--- config.mk ---
export PLATFORM = sky130hd
export DESIGN_NAME = uart_rx
export DESIGN_NICKNAME = d
export VERILOG_FILES = /design/src/rtl/data_types_pkg.sv /design/src/rtl/uart_rx_fifo.sv /design/src/rtl/uart_rx.sv
export SDC_FILE = /design/constraint.sdc
export NUM_CORES = 1
export LEC_CHECK = 0
export BUFFER_PORTS_ARGS = -buffer_cell sky130_fd_sc_hd__buf_2
export CAP_MARGIN = 20
export CORE_AREA = 4 4 109 111
export DETAILED_ROUTE_END_ITERATION = 7
export DIE_AREA = 0 0 113 115
export SYNTH_ARGS = -nofsm -noshare
export SYNTH_HDL_FRONTEND = slang
export SYNTH_HIERARCHICAL = 1
export SYNTH_SLANG_ARGS = --single-unit
--- constraint.sdc ---
create_clock -name clk -period 2.95 [get_ports clk]
set_clock_uncertainty 0.2 [all_clocks]
set_input_delay 0.1475 -clock clk [delete_from_list [all_inputs] [get_ports clk]]
set_output_delay 0.1475 -clock clk [all_outputs]
set_load 0.02 [all_outputs]
--- src/rtl/data_types_pkg.sv ---
// rtl/data_types_pkg.sv - shared UART types, configuration layout and oversampling constants
package data_types_pkg;

  typedef logic [7:0] byte_t;

  typedef enum logic [1:0] {
    IDLE,
    START,
    DATA,
    STOP
  } state_t;

  typedef struct packed {
    logic [7:0] br_div;
    logic       word;
    logic       stop;
    logic       en;
  } tx_config_t;

  typedef tx_config_t rx_config_t;

  localparam int OVERSAMPLE = 16;
  localparam int MID_TICK   = 7;

  function automatic logic maj3(input logic a, input logic b, input logic c);
    return (a & b) | (a & c) | (b & c);
  endfunction

endpackage

--- src/rtl/uart_rx_fifo.sv ---
// rtl/uart_rx_fifo.sv - show-ahead receive FIFO; owns overrun and same-cycle push/pop rules
module uart_rx_fifo
  import data_types_pkg::*;
#(
  parameter int DEPTH = 4
) (
  input  logic  clk,
  input  logic  rst,
  input  logic  push,
  input  logic  pop,
  input  byte_t din,
  output byte_t dout,
  output logic  empty,
  output logic  full,
  output logic  overrun
);

  localparam int AW = $clog2(DEPTH);
  localparam logic [AW:0] PTR_ONE = {{AW{1'b0}}, 1'b1};

  byte_t       mem_q [DEPTH];
  logic [AW:0] wr_q, wr_d;
  logic [AW:0] rd_q, rd_d;
  logic        overrun_q, overrun_d;
  logic        do_push, do_pop;

  assign empty   = (wr_q == rd_q);
  assign full    = (wr_q[AW] != rd_q[AW]) && (wr_q[AW-1:0] == rd_q[AW-1:0]);
  assign do_pop  = pop && !empty;
  // a pop in the same cycle frees the slot, so a full FIFO can still accept
  assign do_push = push && (!full || do_pop);
  assign dout    = empty ? '0 : mem_q[rd_q[AW-1:0]];
  assign overrun = overrun_q;

  always_comb begin
    wr_d      = do_push ? wr_q + PTR_ONE : wr_q;
    rd_d      = do_pop ? rd_q + PTR_ONE : rd_q;
    overrun_d = push && full && !pop;
  end

  always_ff @(posedge clk) begin
    if (rst) begin
      wr_q      <= '0;
      rd_q      <= '0;
      overrun_q <= 1'b0;
    end else begin
      wr_q      <= wr_d;
      rd_q      <= rd_d;
      overrun_q <= overrun_d;
    end
  end

  always_ff @(posedge clk) begin
    if (do_push) mem_q[wr_q[AW-1:0]] <= din;
  end

endmodule

--- src/rtl/uart_rx.sv ---
// rtl/uart_rx.sv - UART receiver: synchroniser, 16x prescaler, frame FSM and receive FIFO
// Optional 2-of-3 majority bit sampling with UART_RX_MAJORITY_EN.
module uart_rx
  import data_types_pkg::*;
#(
  parameter int DEPTH = 4
) (
  input  logic       clk,
  input  logic       rst,
  input  logic       rx,
  input  rx_config_t cfg,
  input  logic       rd_en,
  output byte_t      rd_data,
  output logic       rxe,
  output logic       rxf,
  output logic       busy,
  output logic       frame_err,
  output logic       overrun
);

  state_t      state_q, state_d;
  logic        sync1_q, sync2_q, rx_s;
  logic [7:0]  presc_q, presc_d;
  logic [3:0]  tick_q, tick_d;
  logic [2:0]  bit_q, bit_d;
  logic        stop_cnt_q, stop_cnt_d;
  logic        stop_ok_q, stop_ok_d;
  byte_t       shift_q, shift_d;
  logic [7:0]  br_div_q, br_div_d;
  logic        word_q, word_d;
  logic        stop_q, stop_d;
  logic        frame_err_q, frame_err_d;
  logic        tick, sample, bit_val, push;
  byte_t       push_data;

  assign rx_s = sync2_q;
  assign tick = (presc_q == br_div_q);

  // the tick counter runs freely across the frame, so every decision lands 16 ticks apart
`ifdef UART_RX_MAJORITY_EN
  localparam logic [3:0] DECIDE_TICK = 4'(MID_TICK + 2);
  logic vote7_q, vote8_q;

  always_ff @(posedge clk) begin
    if (rst) begin
      vote7_q <= 1'b1;
      vote8_q <= 1'b1;
    end else if (tick && tick_q == 4'(MID_TICK)) begin
      vote7_q <= rx_s;
    end else if (tick && tick_q == 4'(MID_TICK + 1)) begin
      vote8_q <= rx_s;
    end
  end

  assign bit_val = maj3(vote7_q, vote8_q, rx_s);
`else
  localparam logic [3:0] DECIDE_TICK = 4'(MID_TICK);
  assign bit_val = rx_s;
`endif

  assign sample = tick && (tick_q == DECIDE_TICK);
  assign busy      = (state_q != IDLE);
  assign frame_err = frame_err_q;

  always_comb begin
    state_d     = state_q;
    presc_d     = presc_q;
    tick_d      = tick_q;
    bit_d       = bit_q;
    stop_cnt_d  = stop_cnt_q;
    stop_ok_d   = stop_ok_q;
    shift_d     = shift_q;
    br_div_d    = br_div_q;
    word_d      = word_q;
    stop_d      = stop_q;
    frame_err_d = 1'b0;
    push        = 1'b0;
    push_data   = word_q ? shift_q : {1'b0, shift_q[7:1]};

    if (state_q != IDLE) begin
      if (tick) begin
        presc_d = '0;
        tick_d  = tick_q + 4'd1;
      end else begin
        presc_d = presc_q + 8'd1;
      end
    end

    unique case (state_q)
      IDLE: begin
        if (cfg.en && !rx_s) begin
          state_d    = START;
          presc_d    = '0;
          tick_d     = '0;
          bit_d      = '0;
          stop_cnt_d = 1'b0;
          stop_ok_d  = 1'b1;
          br_div_d   = cfg.br_div;
          word_d     = cfg.word;
          stop_d     = cfg.stop;
        end
      end
      START: begin
        if (sample) state_d = bit_val ? IDLE : DATA;
      end
      DATA: begin
        if (sample) begin
          shift_d = {bit_val, shift_q[7:1]};
          bit_d   = bit_q + 3'd1;
          if (bit_q == (word_q ? 3'd7 : 3'd6)) state_d = STOP;
        end
      end
      STOP: begin
        if (sample) begin
          stop_cnt_d = 1'b1;
          stop_ok_d  = stop_ok_q & bit_val;
          if (stop_cnt_q == stop_q) begin
            state_d = IDLE;
            if (stop_ok_q && bit_val) push = 1'b1;
            else frame_err_d = 1'b1;
          end
        end
      end
      default: state_d = IDLE;
    endcase

    if (!cfg.en) begin
      state_d     = IDLE;
      push        = 1'b0;
      frame_err_d = 1'b0;
    end
  end

  always_ff @(posedge clk) begin
    if (rst) begin
      state_q     <= IDLE;
      sync1_q     <= 1'b1;
      sync2_q     <= 1'b1;
      presc_q     <= '0;
      tick_q      <= '0;
      bit_q       <= '0;
      stop_cnt_q  <= 1'b0;
      stop_ok_q   <= 1'b0;
      shift_q     <= '0;
      br_div_q    <= '0;
      word_q      <= 1'b0;
      stop_q      <= 1'b0;
      frame_err_q <= 1'b0;
    end else begin
      state_q     <= state_d;
      sync1_q     <= rx;
      sync2_q     <= sync1_q;
      presc_q     <= presc_d;
      tick_q      <= tick_d;
      bit_q       <= bit_d;
      stop_cnt_q  <= stop_cnt_d;
      stop_ok_q   <= stop_ok_d;
      shift_q     <= shift_d;
      br_div_q    <= br_div_d;
      word_q      <= word_d;
      stop_q      <= stop_d;
      frame_err_q <= frame_err_d;
    end
  end

  uart_rx_fifo #(
    .DEPTH(DEPTH)
  ) u_fifo (
    .clk    (clk),
    .rst    (rst),
    .push   (push),
    .pop    (rd_en),
    .din    (push_data),
    .dout   (rd_data),
    .empty  (rxe),
    .full   (rxf),
    .overrun(overrun)
  );

endmodule
==> run metrics, run 1 <==
status=complete, no violations; vias per cell=5.01; Seq cells post-synth=81; Initial Utilization=0.346; Reg power frac=0.542; Crit. Startpoint=presc_q[3]; Final min period=2.74 ns; Core Rows=38; fmax=365 MHz; Max VDD drop=256 uV; Yosys warning count=6; CTS tree=done; Fin. Hold Viols=0; DRT Wirelength=7430 microns; combinational share of power=0.074; Pleak=0.00169 uW; EDFF count, synth=32; final worst-path cycle share=0.929; Final Util=0.407; H-tree Lvls=3; critical setup path kind=reg2reg; CTS sink count=81; reg-to-reg slack, setup=0.21 ns; # port buffers=27; Worst EP required=2.80 ns; Placer Congestion=0.807; Hold WS=0.0873 ns; vias in the first global route=2602; max_slew headroom=0.406; DRC viols=0; clk slew on worst S/H paths=0.09 ns; Area growth syn-to-layout=17.5%; Switch Pwr=554 uW; CP arrival=2.59 ns; via count=2644; number of CTS-inserted buffers=9; die width=113 microns; final antenna diode count=0; Core Area=10800 sq um; Congestion Overflow GR=0; TNS Setup=0 ns; largest net degree at the start of global routing=55; area of the mapped netlist=3740 sq um; Final Power=2200 uW; Mapped Nets=363; final setup fails=0; CTS Buffer Depth=2; nets=406; Cells after Synth=340; Netlist cell types=49; first-pass detailed-route iteration total=4; crit-path max FO=8; actual slew at the worst max-slew pin=0.891 ns; DIE HEIGHT=115 microns; reg2reg end=u_fifo/mem_q[0][1]; sequential area share after synthesis=0.520; clock latency at the later pin of the worst-skew pair=0.35 ns; DP Wirelength=5160 microns; switching part of the total=0.252; Iter 0 DRT Violations=123; first-pass GRT wire length=12500 microns; PD cells=500 nW/um^2; RSZ-0062 raised after global routing=false; Final ANT Viol Nets=0; share of post-route cells with drive strength above 1=0.224; crit end category=flop; worst min path class=in2reg; Most used DFF post-synth=dfxtp_1; Total GRT Usage=0.120; Boundary Pins=28; Worst R2R Start=presc_q[3]; WL/cell=14.1 microns; Avg Cell Area, Syn=11.0 sq um; clock root cell=clkbuf_8; Slew Limit Fails=0; Async S/R FF share, synth=0; crit path to=u_fifo/mem_q[0][1]; critical path startpoint category=flop; R2R depth=7; initial antenna violation count=0; Die ar.=13000 sq um; filler instances=1044; cell internal pwr=1640 uW; clock share of power=0.384; max-cap violations=0
==> placed cells by master (no fill, tap or decap), drive strengths merged, types with 4 or more instances in the layout <==
cell type / count
buf: 37
xnor2: 13
inv: 13
nand4: 4
o211ai: 5
a21oi: 13
dlygate4sd3: 12
xor2: 6
clkbuf: 9
mux2i: 14
nand3: 6
o21ai: 7
mux4: 8
nand2: 45
nor2: 18
nor3: 10
nor4: 4
nor2b: 12
edfxtp: 32
mux2: 14
and2: 4
nand2b: 10
dfxtp: 49
ha: 8
==> what timing repair did <==
| item | CTS | global route |
|---|---|---|
| gates resized for setup | 0 | 3 |
| endpoints found under the hold margin | 12 | 0 |
| endpoints found under the setup margin | 0 | 24 |
| buffers inserted | 0 | 0 |
| hold buffers | 12 | 0 |
==> power groups by stage <==
stage	Combinational [uW]	Clock, uW	Sequential [uW]
final	163	845	1190
after global routing	180	926	1190
after CTS	165	875	1190
after detailed placement	152	0	1220
after global placement	148	0	1220
after floorplan	117	0	1200
==> per-stage QoR <==
| step | setup WS (ns) | instances | instance area [sq um] |
|---|---|---|---|
| after CTS | 0.0748 | 528 | 4390 |
| after global routing | 0.0295 | 528 | 4390 |
| after global placement | 0.124 | 500 | 4060 |
| after floorplan | 0.0765 | 340 | 3740 |
| after detailed placement | 0.111 | 500 | 4060 |
| final | 0.211 | 528 | 4390 |
==> worst min-delay path by stage <==
| stage | depth (start not counted) | startpoint | end | slack (ns) |
|---|---|---|---|---|
| after detailed placement | 2 | rx | sync1_q | 0.14 |
| after floorplan | 1 | rx | sync1_q | 0.05 |
| after global routing | 4 | cfg[0] | presc_q[1] | 0.08 |
| final | 4 | cfg[0] | frame_err | 0.09 |
| after global placement | 2 | rx | sync1_q | 0.13 |
| after CTS | 4 | cfg[0] | presc_q[1] | 0.05 |
==> state kept, by name, indices dropped and copies added (netlist names), 3 cells and up, named ones only <==
name / cells
presc_q: 8
u_fifo/wr_q: 3
u_fifo/rd_q: 3
u_fifo/mem_q: 32
shift_q: 8
br_div_q: 8
bit_q: 3
tick_q: 4
==> routing by layer <==
| metal | routed length [microns] | vias up | track usage |
|---|---|---|---|
| met4 | 215 | 0 | 0.0537 |
| met5 | 0 | - | 0 |
| met2 | 3690 | 45 | 0.205 |
| li1 | - | 1305 | - |
| met3 | 238 | 18 | 0.0300 |
| met1 | 3280 | 1276 | 0.144 |
==> cell usage after synthesis (2+ instances only) <==
cell type | n | area [sq um]
nand4_1 | 3 | 18.8
a31oi_1 | 2 | 12.5
a21oi_1 | 13 | 65.1
nor4_1 | 4 | 25.0
or3_1 | 3 | 18.8
nand2b_1 | 10 | 62.6
xnor2_1 | 12 | 105
inv_1 | 9 | 33.8
nand2_1 | 45 | 169
and2_1 | 4 | 25.0
nor2b_1 | 12 | 75.1
dfxtp_1 | 49 | 981
nor3_1 | 9 | 45.0
or2_2 | 2 | 12.5
o21ai_0 | 7 | 35.0
nand3_1 | 6 | 30.0
nand3b_1 | 2 | 15.0
mux2i_1 | 14 | 140
edfxtp_1 | 32 | 961
nor2_1 | 18 | 67.6
buf_2 | 4 | 20.0
nor3b_1 | 3 | 22.5
xor2_1 | 6 | 52.6
a211oi_1 | 3 | 22.5
mux2_2 | 13 | 146
o211ai_1 | 5 | 37.5
o31ai_1 | 2 | 15.0
ha_1 | 8 | 100
mux4_2 | 8 | 180
clkbuf_1 | 13 | 48.8
==> critical path, cell delays in order (launching register included) <==
cell and delay, ns:
dfxtp_1 0.46, xnor2_2 0.14, nand4_2 0.13, or4_1 0.53
nor4_1 0.31, buf_4 0.18, o41a_1 0.19, and2_2 0.30
==> final cells by class <==
cell class / count / area, sq um / share of cell area
repair buffers: 49 / 330 / 0.0752
multi-input cells: 233 / 1700 / 0.388
flip-flops and latches: 81 / 1940 / 0.442
inverters: 9 / 33.8 / 0.00769
well taps: 140 / 175 / 0.0399
clock buffers: 9 / 124 / 0.0282
clock inverters: 7 / 83.8 / 0.0191
==> cell families after synthesis <==
group | share of synthesized area
and+or+nand+nor | 0.183
buffers and inverters | 0.0275
adders and majority gates | 0.0268
AOI/OAI and AO/OA | 0.0673
DFF | 0.520
xor gates and xnor gates | 0.0465
muxes | 0.129
Power figures use the tool's default switching activity.
==> run 2: changes to the inputs <==
Settings changed: CORE_AREA 4 4 109 111 to 2 2 107 109, DIE_AREA 0 0 113 115 to 0 0 109 111.
==> run 2 against run 1 <==
  * Clock power increased by 22%
  * Sequential share of layout area decreased by 0.77 points
  * Largest power group unchanged
  * Total power increased by 8.3%
  * Global-route usage increased by 1.3 points
  * Register-to-register slack about the same
  * Worst setup slack got worse by 0.0019 ns
==> run metrics, run 2 (same netlist as run 1, synthesis figures left out) <==
Pleak=0.00171 uW (+1.5%); RSZ-0062 raised after global routing=false; Final ANT Viol Nets=0 (unchanged); placed cell area=4070 sq um (+0.28%); die width=109 microns (-3.5%); DRC viols=0 (unchanged); WL/cell=13.9 microns (-1.3%); final worst-path cycle share=0.929 (about the same); vias in the first global route=2754 (+5.8%); via count=2642 (-0.076%); max_slew headroom=0.419 (+0.0133); status=complete, no violations; Area growth syn-to-layout=19.6%; H-tree Lvls=3 (unchanged); commonest non-fill, non-tap cell in the layout=dfxtp_1; clock latency at the later pin of the worst-skew pair=0.33 ns (-0.02 ns); Initial Utilization=0.337 (-0.00888); nets=406 (unchanged); Max VDD drop=254 uV (-1.0%); vias per cell=4.98 (-0.64%); Total GRT Usage=0.134 (+0.0134); TNS Setup=0 ns (unchanged); # port buffers=27 (unchanged); Placer Congestion=0.793 (-1.7%); CP max stage cell=or4_1; first-pass GRT wire length=12800 microns (+2.1%); share of post-route cells with drive strength above 1=0.227 (+0.00258); clock root cell=clkbuf_16; crit-path max FO=8 (unchanged); PD cells=533 nW/um^2 (+6.4%); Worst EP required=2.77 ns (-0.03 ns); crit-path cells=xnor2_2 > nand4_2 > or4_1 > nor4_2 > buf_4 > o41a_1 > and2_2; critical path startpoint category=flop; Iter 0 DRT Violations=116 (-5.7%); crit path buf inv count=1 (unchanged); Congestion Overflow GR=0 (unchanged); CTS tree=done; Slowest Stage Delay on Critical Path=0.54 ns (about the same); DIE HEIGHT=111 microns (-3.5%); clk slew on worst S/H paths=0.06 ns (-0.03 ns); Final min period=2.74 ns (+0.00185 ns); number of CTS-inserted buffers=9 (unchanged); Cells after DPL=504 (+0.80%); post-route cell area=4470 sq um (+1.8%); final antenna diode count=0 (unchanged); CTS sink count=81 (unchanged); CP delay by family, top=simple AND/OR/NAND/NOR gates; first-pass detailed-route iteration total=5 (+1); Fin. Hold Viols=0 (unchanged); most frequent cells in the layout=49 x dfxtp_1, 45 x nand2_1, 32 x edfxtp_1; max-cap violations=0 (unchanged); Core Area=11100 sq um (+2.6%); number of post-CTS setup repair buffers=0 (unchanged); Hold WS=0.0248 ns (-0.0625 ns); final setup fails=0 (unchanged); worst min path class=in2reg; Non-Filler Instances=531 (+0.57%); DRT Wirelength=7380 microns (-0.70%); Slew Limit Fails=0 (unchanged); Final Util=0.404 (-0.00343); Largest register FFs=32 (unchanged); Core Rows=39 (+2.6%); largest net degree at the start of global routing=55 (unchanged); Boundary Pins=28 (unchanged); crit end category=flop; Die ar.=12100 sq um (-6.9%); actual slew at the worst max-slew pin=0.871 ns (-0.0200 ns); fmax=365 MHz (about the same); initial antenna violation count=0 (unchanged); critical setup path kind=reg2reg; CP arrival=2.56 ns (-0.03 ns); DP Wirelength=5120 microns (-0.83%); CTS Buffer Depth=2 (unchanged)
## run 2: cell type report
type	count	area [sq um]
clock inverters	7	52.6
inverters	9	33.8
repair buffers	49	328
flip-flops and latches	81	1940
clock buffers	9	225
well taps	143	179
fillers	1069	6610
multi-input cells	233	1710
## run 2: worst paths after layout
check                   from                 end  slack (ns)  cells past startpoint
setup / recovery  presc_q[3]  u_fifo/mem_q[0][7]        0.21                      7
hold / removal         rd_en      u_fifo/overrun        0.02                      3
setup reg to reg  presc_q[3]  u_fifo/mem_q[0][7]        0.21                      7
hold reg to reg      sync1_q             bit_val        0.21                      1
## run 2: worst register-to-register path, delay by kind of cell (launching register included)
kind                   cells  cell delay (ns)
AND/OR/NAND/NOR            4             1.28
flip-flops                 1             0.45
AO/OA/AOI/OAI              1             0.19
buffers and inverters      1             0.16
XOR/XNOR                   1             0.15
## run 2: routing by layer
metal | global-route usage | part of all wire
met5 | 0 | 0
met4 | 0.0641 | 0.026
met3 | 0.0317 | 0.037
met2 | 0.222 | 0.50
met1 | 0.160 | 0.43
## run 2: repair_timing
item / in CTS / in global routing
endpoints found under the setup margin: 8 / 33
hold endpoints to repair: 11 / 0
hold buffers: 11 / 0
resized for setup: 1 / 3
## run 2: metrics by stage
stage / power (uW) / worst slack [ns]
floorplan: 1320 / 0.0765
global placement: 1370 / 0.0526
detailed placement: 1370 / 0.0109
CTS: 2410 / 0.0257
global route: 2490 / 0.0329
finish: 2380 / 0.209
## run 2: power by group
| part | total, uW | switching, uW | leakage (uW) | internal, uW |
|---|---|---|---|---|
| registers | 1190 | 25.3 | 0.000768 | 1170 |
| logic | 162 | 92.6 | 0.000817 | 69.8 |
| clock network | 1030 | 451 | 0.000126 | 574 |
==> run 3: changes to the inputs <==
Settings changed: CORE_AREA 2 2 107 109 to 2 2 104 106, DIE_AREA 0 0 109 111 to 0 0 106 108, SYNTH_HIERARCHICAL 1 to unset.
==> run 3 against run 2 <==
  * First-iteration DRC count decreased by 22%
  * Combinational power shrank 58%
  * Sequential power hardly changed
  * Die area shrank 5.4%
  * Non-clock buffer count is 5 lower
  * Final area down 7.6%
  * Critical path depth is 1 lower
  * Via count is 12% lower
  * Fmax up 12%
  * Clock-buffer cell count is the same
  * Critical path type unchanged
==> run metrics, run 3 <==
status=complete, no violations; clock latency at the later pin of the worst-skew pair=0.35 ns (+0.02 ns); DRC viols=0 (unchanged); adder-cell share of the synthesized area=0.0286 (+0.00177); top-count cell post-synth=dfxtp_1; Fin. Hold Viols=0 (unchanged); commonest non-fill, non-tap cell in the layout=dfxtp_1; Hold WS=0.142 ns (+0.118 ns); post-CTS sizing=0 (-1); clk slew on worst S/H paths=0.09 ns (+0.03 ns); initial antenna violation count=0 (unchanged); vias in the first global route=2327 (-16%); number of CTS-inserted buffers=9 (unchanged); Boundary Pins=28 (unchanged); simple-gate share of the synthesized area=0.177 (-0.00609); via count=2316 (-12%); first-pass GRT wire length=11200 microns (-13%); final worst-path cycle share=0.827 (-0.102); Yosys warning count=0 (-6); number of hold buffers added after CTS=14 (+3); crit-path cells=xnor2_1 > nand4_2 > nor4_1 > buf_4 > nor4bb_1 > dlygate4sd3_1; Most used DFF post-synth=dfxtp_1; Crit. Startpoint=presc_q[6]; area of the mapped netlist=3510 sq um (-6.2%); crit-path max FO=8 (unchanged); Yosys top cell area share=0.280 (+0.0173); Iter 0 DRT Violations=90 (-22%); max_slew headroom=0.493 (+0.0736); Worst R2R Start=presc_q[6]; Slew Limit Fails=0 (unchanged); WL/cell=13.0 microns (-6.6%); # port buffers=27 (unchanged); Core Area=10200 sq um (-7.6%); CP max stage cell=dlygate4sd3_1; most frequent cells in the layout=49 x dfxtp_1, 32 x nand2_1, 32 x edfxtp_1; Placer Congestion=0.751 (-5.3%); final antenna diode count=0 (unchanged); critical path startpoint category=flop; Synth Area in Compound Gates=0.0471 (-0.0202); CTS Buffer Depth=2 (unchanged); critical setup path kind=reg2reg; number of post-CTS setup repair buffers=0 (unchanged); max-cap violations=0 (unchanged); Initial Utilization=0.343 (+0.00527); Core Rows=37 (-5.1%); Largest register FFs=32 (unchanged); die width=106 microns (-2.8%); clock root cell=clkbuf_8; reg2reg end=u_fifo.overrun; Seq cells post-synth=81 (unchanged); main area contributors after synthesis=dfxtp_1 28%, edfxtp_1 27%, mux4_2 5.1%; Max VDD drop=261 uV (+2.7%); EDFF count, synth=32 (unchanged); multiplexer share of the synthesized area=0.111 (-0.0175); first-pass detailed-route iteration total=4 (-1); Final min period=2.44 ns (-0.302 ns); worst min path class=in2reg; Congestion Overflow GR=0 (unchanged); Pleak=0.00147 uW (-14%); crit end category=flop; Yosys top cell by area=dfxtp_1; vias per cell=4.74 (-4.8%); DP Wirelength=4330 microns (-15%); TNS Setup=0 ns (unchanged); dpl ws=0.667 ns (+0.656 ns); DIE HEIGHT=108 microns (-2.7%); largest net degree at the start of global routing=42 (-24%); Die ar.=11400 sq um (-5.4%); area of the multi-input gates=1490 sq um (-13%); Area growth syn-to-layout=17.8%; Cells after Synth=308 (-9.4%); reg-to-reg slack, setup=0.51 ns (+0.30 ns); setup ws final=0.511 ns (+0.302 ns); CTS sink count=81 (unchanged); PD cells=503 nW/um^2 (-5.6%); DRT Wirelength=6350 microns (-14%); Worst EP required=3.05 ns (+0.28 ns); Synth Area in XOR/XNOR=0.0600 (+0.0134); crit path to=u_fifo.overrun; Avg Cell Area, Syn=11.4 sq um (+3.6%); Netlist cell types=43 (-12%); sequential area share after synthesis=0.554 (+0.0343); register area=1940 sq um (unchanged); Slowest Stage Delay on Critical Path=0.58 ns (+0.04 ns); largest family of logic cells by synthesized area=simple AND/OR/NAND/NOR gates; R2R depth=6 (-1); final setup fails=0 (unchanged); most instantiated cells after synthesis=49 x dfxtp_1, 32 x edfxtp_1, 32 x nand2_1; post-route cell area=4130 sq um (-7.6%); CTS tree=done; placed cell area=3780 sq um (-7.1%); share of post-route cells with drive strength above 1=0.201 (-0.0257); CP arrival=2.54 ns (-0.02 ns); Final ANT Viol Nets=0 (unchanged); Mapped Nets=331 (-8.8%); Hold Path Origin=rst; filler instances=968 (-9.4%); Async S/R FF share, synth=0 (unchanged); nets=371 (-8.6%); H-tree Lvls=3 (unchanged); actual slew at the worst max-slew pin=0.761 ns (-0.110 ns); RSZ-0062 raised after global routing=false; fmax=410 MHz (+12%); Total GRT Usage=0.125 (-0.00902)
[run 3: cell count changes after synthesis, moves of 7 or more]
cell      change
nor2_1       +13
nand2_1      -13
xnor2_1       +7
nand2b_1      -8
[run 3: power by group]
part / internal [uW] / total, uW / switching (uW) / leakage (uW)
sequential: 1160 / 1160 / 5.16 / 0.000701
combinational: 31.0 / 68.6 / 37.6 / 0.000664
clock: 409 / 845 / 436 / 0.000103
[run 3: metrics by stage]
step / total power (uW) / util / instances
floorplan: 1220 / - / 308
global placement: 1240 / 0.370 / 459
detailed placement: 1240 / 0.370 / 459
CTS: 2100 / 0.404 / 489
global route: 2170 / 0.404 / 489
finish: 2080 / 0.404 / 489
[run 3: area by class of cell]
class,count,share of cell area
Timing Repair Buffer,44,0.0721
Multi-Input combinational cell,207,0.362
Clock inverter,7,0.0203
Sequential cell,81,0.470
Clock buffer,9,0.0300
Inverter,5,0.00454
Tap cell,136,0.0412
[run 3: kinds of logic after synthesis]
family	Yosys count
DFF	81
xor gates and xnor gates	24
and+or+nand+nor	120
muxes	28
AOI/OAI and AO/OA	27
adders and majority gates	8
buffers and inverters	20
[run 3: worst min path at each step]
stage                                 to  slack (ns)  depth (start not counted)
after floorplan                  sync1_q        0.05                          1
after global placement           sync1_q        0.13                          2
after detailed placement         sync1_q        0.14                          2
after CTS                     shift_q[3]        0.15                          2
after global routing                flop        0.17                          2
final                     u_fifo.rd_q[2]        0.14                          2
[run 3: layer usage]
metal	wire, microns	track usage	up-vias
li1	-	-	1176
met1	2920	0.151	1088
met2	3060	0.212	45
met3	319	0.0452	7
met4	51	0.0310	0
met5	0	0	-
[run 3: critical path, delay by kind of cell (launching register included)]
kind / cells / cell delay (ns)
XOR/XNOR: 1 / 0.21
AND/OR/NAND/NOR: 3 / 0.86
flip-flops: 1 / 0.34
buffers and inverters: 2 / 0.78
